## src/rtl/fpu_pkg.sv

```systemverilog
// fpu_pkg: shared types and default latencies
// for the FP issue/completion sequencer.
package fpu_pkg;

  typedef enum logic [1:0] {
    FADD = 2'd0,
    FSUB = 2'd1,
    FMUL = 2'd2,
    FDIV = 2'd3
  } fpu_op_t;

  typedef enum logic [1:0] {
    IDLE = 2'd0,
    EXEC = 2'd1,
    WB   = 2'd2
  } fpu_state_t;

  localparam int ADD_LAT_D = 3;
  localparam int MUL_LAT_D = 4;
  localparam int DIV_LAT_D = 12;

endpackage

```

## src/rtl/fpu_sequencer.sv

```systemverilog
// fpu_sequencer: issues FP ops, counts latency,
// stalls hazards and arbitrates the FP write port.
module fpu_sequencer
  import fpu_pkg::*;
#(
  parameter int ADD_LAT = ADD_LAT_D,
  parameter int MUL_LAT = MUL_LAT_D,
  parameter int DIV_LAT = DIV_LAT_D,
  parameter int CNT_W   = 4
) (
  input  logic       clk,
  input  logic       reset,
  input  logic       issue,
  input  logic [3:0] fpu_control,
  input  logic [4:0] fd,
  input  logic       src_valid,
  input  logic [4:0] fs,
  input  logic [4:0] ft,
  input  logic       flush,
  input  logic       ld_fp_wr,
  output logic       stall,
  output logic       fpu_start,
  output logic [1:0] fpu_op,
  output logic       fp_regwrite,
  output logic [4:0] fp_wa,
  output logic       busy,
  output logic       illegal
);

  fpu_state_t       state;
  fpu_op_t          op_q;
  logic [4:0]       fd_q;
  logic [CNT_W-1:0] cnt;
  logic [CNT_W-1:0] lat_m1;
  logic             start_q;
  logic             ill_q;
  logic             legal;
  logic             raw;
  logic             accept;

  // Hazard detection and accept decision
  always_comb begin
    legal  = (fpu_control[3:2] == 2'b00);
    raw    = src_valid && (state != IDLE) &&
             ((fs == fd_q) || (ft == fd_q));
    stall  = (issue && state == EXEC) || raw ||
             (issue && state == WB && ld_fp_wr);
    accept = issue && legal && !stall && !flush &&
             (state == IDLE || state == WB);
  end

  // Initial countdown value for the issuing op
  always_comb begin
    lat_m1 = '0;
    unique case (fpu_op_t'(fpu_control[1:0]))
      FADD, FSUB: lat_m1 = CNT_W'(ADD_LAT - 1);
      FMUL:       lat_m1 = CNT_W'(MUL_LAT - 1);
      FDIV:       lat_m1 = CNT_W'(DIV_LAT - 1);
      default:    lat_m1 = '0;
    endcase
  end

  // Sequencer state, latency counter and op latches
  always_ff @(posedge clk or negedge reset) begin
    if (!reset) begin
      state   <= IDLE;
      op_q    <= FADD;
      fd_q    <= '0;
      cnt     <= '0;
      start_q <= 1'b0;
      ill_q   <= 1'b0;
    end else begin
      start_q <= accept;
      ill_q   <= issue && !legal && !stall;
      if (accept) begin
        op_q <= fpu_op_t'(fpu_control[1:0]);
        fd_q <= fd;
        cnt  <= lat_m1;
      end
      unique case (state)
        IDLE: if (accept) state <= EXEC;
        EXEC: begin
          if (flush)
            state <= IDLE;
          else if (cnt == '0)
            state <= WB;
          else
            cnt <= cnt - 1'b1;
        end
        WB: if (!ld_fp_wr) state <= accept ? EXEC : IDLE;
        default: state <= IDLE;
      endcase
    end
  end

  assign fpu_start   = start_q;
  assign illegal     = ill_q;
  assign busy        = (state != IDLE);
  assign fpu_op      = op_q;
  assign fp_wa       = fd_q;
  assign fp_regwrite = (state == WB) && !ld_fp_wr;

endmodule

```

## config.mk

```make
export PLATFORM = sky130hd
export DESIGN_NAME = fpu_sequencer
export DESIGN_NICKNAME = d
export VERILOG_FILES = /design/src/rtl/fpu_pkg.sv /design/src/rtl/fpu_sequencer.sv
export SDC_FILE = /design/constraint.sdc
export NUM_CORES = 1
export LEC_CHECK = 0
export BUFFER_PORTS_ARGS = -buffer_cell sky130_fd_sc_hd__buf_4
export CORE_UTILIZATION = 35
export DETAILED_ROUTE_END_ITERATION = 8
export GPL_ROUTABILITY_DRIVEN = 0
export PLACE_DENSITY = 0.62
export SYNTH_ARGS = -nofsm -noshare
export SYNTH_HDL_FRONTEND = slang
export SYNTH_SLANG_ARGS = --single-unit
export TNS_END_PERCENT = 20
```

## constraint.sdc

```tcl
create_clock -name clk -period 2.1 [get_ports clk]
set_input_delay 0.63 -clock clk [delete_from_list [all_inputs] [get_ports clk]]
set_output_delay 0.63 -clock clk [all_outputs]
set_load 0.01 [all_outputs]
```

==> results.txt, run 1 <==
Outcome: finished, violations left
Failing checks: negative setup slack
Worst Hold Class: input pin to async pin
Die area: 2570 sq um
Switching power: 0.315 mW
HPWL Detailed: 1430 microns
CP Class: input pin to output pin
Wire length per cell: 11.9 microns
Least-Margin Pin Slew: 0.321 ns
Sw frac: 32.4%
Tcrit/Tclk final: 105%
Arr. time, crit path: 1.57 ns
Fmax: 454 MHz
CTS tree: done
Max-Cap Viols: 0
Die width: 50.7 microns
RSZ-0062 raised after global routing: true
Syn avg cell area: 10.6 sq um
Area grow syn2layout: 46.2%
H-tree Lvls: 1
Fin util: 54.3%
Synth Register Bits: 15
Root buf cell: clkbuf_4
CP Max Fanout: 2
Initial antenna violation count: 0
Critical path required time: 1.47 ns
VDD IR-drop max: 0.611 mV
Worst-path clk slew: 0.09 ns
Max-Slew Margin vs Limit: 78.4%
Longest Clk Path Bufs: 2
Async S/R FF share, synth: 100%
Worst slack at placement: -0.0906 ns
Detailed Route Iter0 Violations: 6
Crit path top cell by count: buf_4
Chip Height: 50.7 microns
Hold_buf cts: 0
Cells after Synth: 78
Crit start category: input pin
Fin. max-slew vios: 0
Critical Path Slowest Stage Cell: nor4_2
Worst path max stage delay: 0.37 ns
CP Buf/Inv Count: 2
Share of cells above drive strength 1: 51.2%
Post-synth EDFFs: 0
All-Layer GR Usage: 16.1%
Int Pwr: 0.656 mW
DP Cell Count: 147
# diodes: 0
Finished Layout Cells: 153
Top cells by area, synth: dfrtp_1 (45%), xor2_1 (12%), mux2_2 (9.5%)
Residual DRC: 0
Synthesized cell area: 830 sq um
Maximum number of pins on one net before global-route repair: 16
Area share of the largest cell type after synthesis: 45.2%
Reg2reg end: fp_wa[0]$_DFFE_PN0P_
Port buffer count: 36
Total Power: 0.971 mW
Post-Route WL: 1820 microns
Sequential power share: 44.2%
Synthesized Nets: 104
Critical path capture point type: output pin
Yosys cell types: 25
I/O pins: 37
Top_reg_cell synth: dfrtp_1
Total global routing overflow: 0
PwrDens: 801 nW/um^2
Crit path time final: 2.20 ns
Initial core utilization: 37.1%
Critical path cell sequence: buf_4, xor2_1, nor4_2, a22oi_1, nand2_1, buf_4
FF-to-FF setup slack: 0.22 ns
Clock Power Share: 16.3%
Crit-path leading delay family: simple AND/OR/NAND/NOR gates
Routed vias: 743
Wire length of the first global-routing pass: 3110 microns
Vias per inst: 4.86
Yosys warnings: 0
Row count: 17
CTS Sinks: 15
CTS Buf Count: 3
Leak: 0.614 nW
Clock skew: 0.00192 ns
Cells on worst reg2reg path: 7
Number of global-route vias before repair: 721
Area leader, netlist: dfrtp_1
Reg-to-Reg Start: fp_wa[1]$_DFFE_PN0P_
First-pass detailed-route iteration total: 4
Hold Vio Cnt, Final: 0
Seq/Total Area, Yosys: 45.2%
Final setup viols: 1
Nets: 152
Core footprint: 2230 sq um
Combinational cell fraction of total power: 39.5%
Fin worst setup slack: -0.102 ns
Antenna Nets Post-Route: 0
Clk_lat worst skew: 0.28 ns
## per-layer routing
layer	track usage, %	up-vias	routed length, microns
met5	0	-	0
met4	5.56	0	19
met3	2.73	4	69
met2	28.2	20	931
met1	19.6	348	801
li1	-	371	-
## synthesized netlist by cell type, types with 2 or more instances
cell / count
xor2_1: 11
nor3b_1: 2
nor4_2: 2
nand2_1: 6
dfrtp_1: 15
mux2_2: 7
a21oi_1: 5
o21ai_0: 3
nor2_1: 6
inv_1: 5
or2_2: 2
## stage by stage
stage / hold WS, ns / area, sq um / TNS, ns
6_report: 0.187 / 1210 / -0.102
5_1_grt: 0.185 / 1210 / -0.153
4_1_cts: 0.181 / 1200 / -0.102
3_5_place_dp: 0.472 / 1170 / -0.517
3_3_place_gp: 0.468 / 1170 / -0.364
2_1_floorplan: 0.334 / 830 / 0
## sequential cells by signal, summed over array words and instances (netlist names)
register and cells:
fp_wa 5, cnt 4, fpu_op 2, state 2, fpu_start 1, illegal 1
## layout by cell type (no fill, tap or decap), drive strengths merged
master	Yosys	final
inv	5	5
and2	1	1
nand3	1	1
a221oi	1	1
nor2	6	6
a22oi	1	1
o22ai	1	1
a221o	1	1
nand3b	1	1
ha	1	1
nor3	1	1
or2	2	2
a2bb2oi	1	1
mux2	7	7
nor4	2	2
clkinv	0	1
or3	1	1
nand2	6	6
buf	1	44
xor2	11	11
nor3b	2	2
a21oi	5	5
dfrtp	15	15
clkbuf	0	3
a31o	1	1
o21ai	3	3
o31a	1	1
## power groups by stage
stage / logic (mW) / clock network [mW] / registers, mW
CTS: 0.380 / 0.168 / 0.431
global route: 0.422 / 0.179 / 0.445
floorplan: 0.192 / 0 / 0.443
detailed placement: 0.368 / 0 / 0.438
global placement: 0.361 / 0 / 0.436
finish: 0.383 / 0.158 / 0.429
## worst max path at each step
stage                               startpoint  slack (ns)                    to  depth (start not counted)
final                                    fs[2]       -0.10                 stall                          6
after global routing      fp_wa[2]$_DFFE_PN0P_       -0.15                 stall                          5
after CTS                                ft[2]       -0.10                 stall                          6
after detailed placement                 fs[2]       -0.09                 stall                          6
after global placement                   fs[2]       -0.09                 stall                          6
after floorplan                          ft[4]        0.11  fp_wa[0]$_DFFE_PN0P_                          6
## cell families after synthesis
group / count (synthesis) / share of synthesized area (%)
adders and majority gates: 1 / 1.51
AOI/OAI and AO/OA: 15 / 12.8
and+or+nand+nor: 23 / 15.7
muxes: 7 / 9.50
xor gates and xnor gates: 11 / 11.6
buffers and inverters: 6 / 3.62
DFF: 15 / 45.2
## timing repair
action                                  4_1_cts  5_1_grt
pin swaps                                     3        2
gates cloned                                  0        0
resized for setup                             0        2
setup buffers                                 1        1
endpoints found under the setup margin        1        1
## area by class of cell
class	instances	area, sq um
clock buffer	3	22.5
clock inverter	1	5.00
fill	223	1020
inverter	5	18.8
multi-input combinational	57	424
sequential	15	377
tap	28	35.0
timing repair buffer	44	330
Power figures use the tool's default switching activity.
==> run 2, diff against run 1 <==
- CORE_MARGIN: unset -> 1.5
==> run 2 against run 1 <==
Net effect:
- the run still ends with negative setup slack left
- core utilization unchanged
- final cell count unchanged
- fmax rose by 1.1%
- sequential share of layout area stayed put
- clock skew hardly changed
- setup slack improved by 0.023 ns
- sequential power is essentially flat
- final area is the same
- clock power is 5% higher
- first-iteration DRC count increased by 33%
- largest cell class unchanged
- highest routed layer unchanged
==> results.txt, run 2 (synthesis results as in run 1) <==
Post-DP Area: 1160 sq um
Wire length of the first global-routing pass: 3030 microns
Detailed Route Iter0 Violations: 8
Max-Slew Margin vs Limit: 80.1%
Reg2reg end: fpu_op[1]$_DFFE_PN0P_
Wire length per cell: 12.1 microns
Port buffer count: 36
Commonest cells after routing, fill and taps aside: buf_4 (44), dfrtp_1 (14), xor2_1 (11), mux2_2 (7)
Final setup viols: 1
RSZ-0062 raised after global routing: true
Core footprint: 2230 sq um
Least-Margin Pin Slew: 0.296 ns
Sw frac: 33.0%
Max FFs per register: 5
Antenna Nets Post-Route: 0
Worst Hold Class: input pin to async pin
Register area: 377 sq um
# diodes: 0
Worst-path clk slew: 0.09 ns
Initial antenna violation count: 0
PwrDens: 807 nW/um^2
Max-Cap Viols: 0
Critical path capture point type: output pin
HPWL Detailed: 1470 microns
Fill count: 218
Residual DRC: 0
Crit start category: input pin
FF-to-FF setup slack: 0.22 ns
Routed vias: 733
First-pass detailed-route iteration total: 4
Worst slack at placement: -0.0869 ns
CTS tree: done
Fin. max-slew vios: 0
Finished Layout Cells: 153
DP Cell Count: 146
Post-Route WL: 1840 microns
CTS Buf Count: 3
Clock skew: 0.00150 ns
Cells on worst reg2reg path: 7
Total Power: 0.979 mW
Failing checks: negative setup slack
Total global routing overflow: 0
H-tree Lvls: 1
Clk_lat worst skew: 0.28 ns
CP Launch Point: fs[2]
Initial core utilization: 37.1%
Hold Vio Cnt, Final: 0
Sequential power share: 44.1%
I/O pins: 37
Area grow syn2layout: 46.2%
Reg-to-Reg Start: fp_wa[1]$_DFFE_PN0P_
Nets: 152
Crit path capture: stall
Fin worst setup slack: -0.0790 ns
Row count: 17
Clock Power Share: 16.9%
Commonest non-fill, non-tap cell in the layout: buf_4
Switching power: 0.323 mW
Crit path time final: 2.18 ns
Tcrit/Tclk final: 104%
Chip Height: 51.7 microns
Critical path required time: 1.47 ns
Arr. time, crit path: 1.55 ns
Final Cell Area: 1210 sq um
Share of cells above drive strength 1: 51.2%
Vias per inst: 4.79
Fmax: 459 MHz
Root buf cell: clkbuf_4
Die width: 51.7 microns
Outcome: finished, violations left
VDD IR-drop max: 0.501 mV
Longest Clk Path Bufs: 2
Multi-input gate area: 424 sq um
Leak: 0.614 nW
Maximum number of pins on one net before global-route repair: 16
CTS Sinks: 15
Int Pwr: 0.656 mW
Combinational cell fraction of total power: 38.9%
Number of global-route vias before repair: 671
CP Max Fanout: 2
Die area: 2670 sq um
CP Class: input pin to output pin
All-Layer GR Usage: 15.9%
[run 2: cell counts in the layout (fill, tap and decap cells not counted)]
Identical to the previous run, type by type.
[run 2: worst min-delay path by stage]
stage                startpoint               endpoint  depth (start not counted)
4_1_cts                   reset  fpu_op[1]$_DFFE_PN0P_                          1
5_1_grt                   reset  fpu_op[1]$_DFFE_PN0P_                          1
2_1_floorplan             reset       cnt[0]$_DFF_PN0_                          0
3_3_place_gp   cnt[0]$_DFF_PN0_       cnt[0]$_DFF_PN0_                          1
3_5_place_dp   cnt[0]$_DFF_PN0_       cnt[0]$_DFF_PN0_                          1
6_report                  reset       cnt[1]$_DFF_PN0_                          1
[run 2: per-layer routing]
layer | global-route usage, % | part of all wire [%] | up-vias | wire length [microns]
met2 | 24.4 | 48 | 21 | 885
met1 | 20.2 | 45 | 339 | 835
met3 | 4.89 | 5.1 | 4 | 94
met4 | 7.89 | 1.6 | 0 | 29
met5 | 0 | 0 | - | 0
li1 | - | - | 369 | -
[run 2: layout make-up]
cell class	count	share of cell area, %
tap	28	2.89
inverter	5	1.55
clock inverter	1	0.413
sequential	15	31.1
clock buffer	3	1.86
multi-input combinational	57	35.0
timing repair buffer	44	27.2
[run 2: stage by stage]
stage	util, %	TNS [ns]	hold slack (ns)
5_1_grt	54.3	-0.172	0.168
2_1_floorplan	-	0	0.334
3_3_place_gp	52.0	-0.359	0.469
4_1_cts	54.2	-0.0912	0.178
3_5_place_dp	52.0	-0.610	0.469
6_report	54.3	-0.0790	0.179
[run 2: what timing repair did]
action / CTS / global route
endpoints found under the setup margin: 1 / 1
hold buffers: 0 / 0
endpoints found under the hold margin: 0 / 0
resized for setup: 0 / 2
buffers inserted: 3 / 0
pin swaps: 2 / 0
cloned: 0 / 0
[run 2: power by group through the flow]
stage / sequential (mW) / clock, mW / combinational [mW]
detailed placement: 0.442 / 0 / 0.356
finish: 0.432 / 0.166 / 0.381
global placement: 0.440 / 0 / 0.349
CTS: 0.432 / 0.174 / 0.385
floorplan: 0.443 / 0 / 0.192
global route: 0.446 / 0.190 / 0.418
[run 2: worst max-delay path: stages]
cell	delay [ns]
buf_4	0.11
xor2_1	0.15
nor4_2	0.35
a22oi_1	0.11
nand2_1	0.08
buf_4	0.11
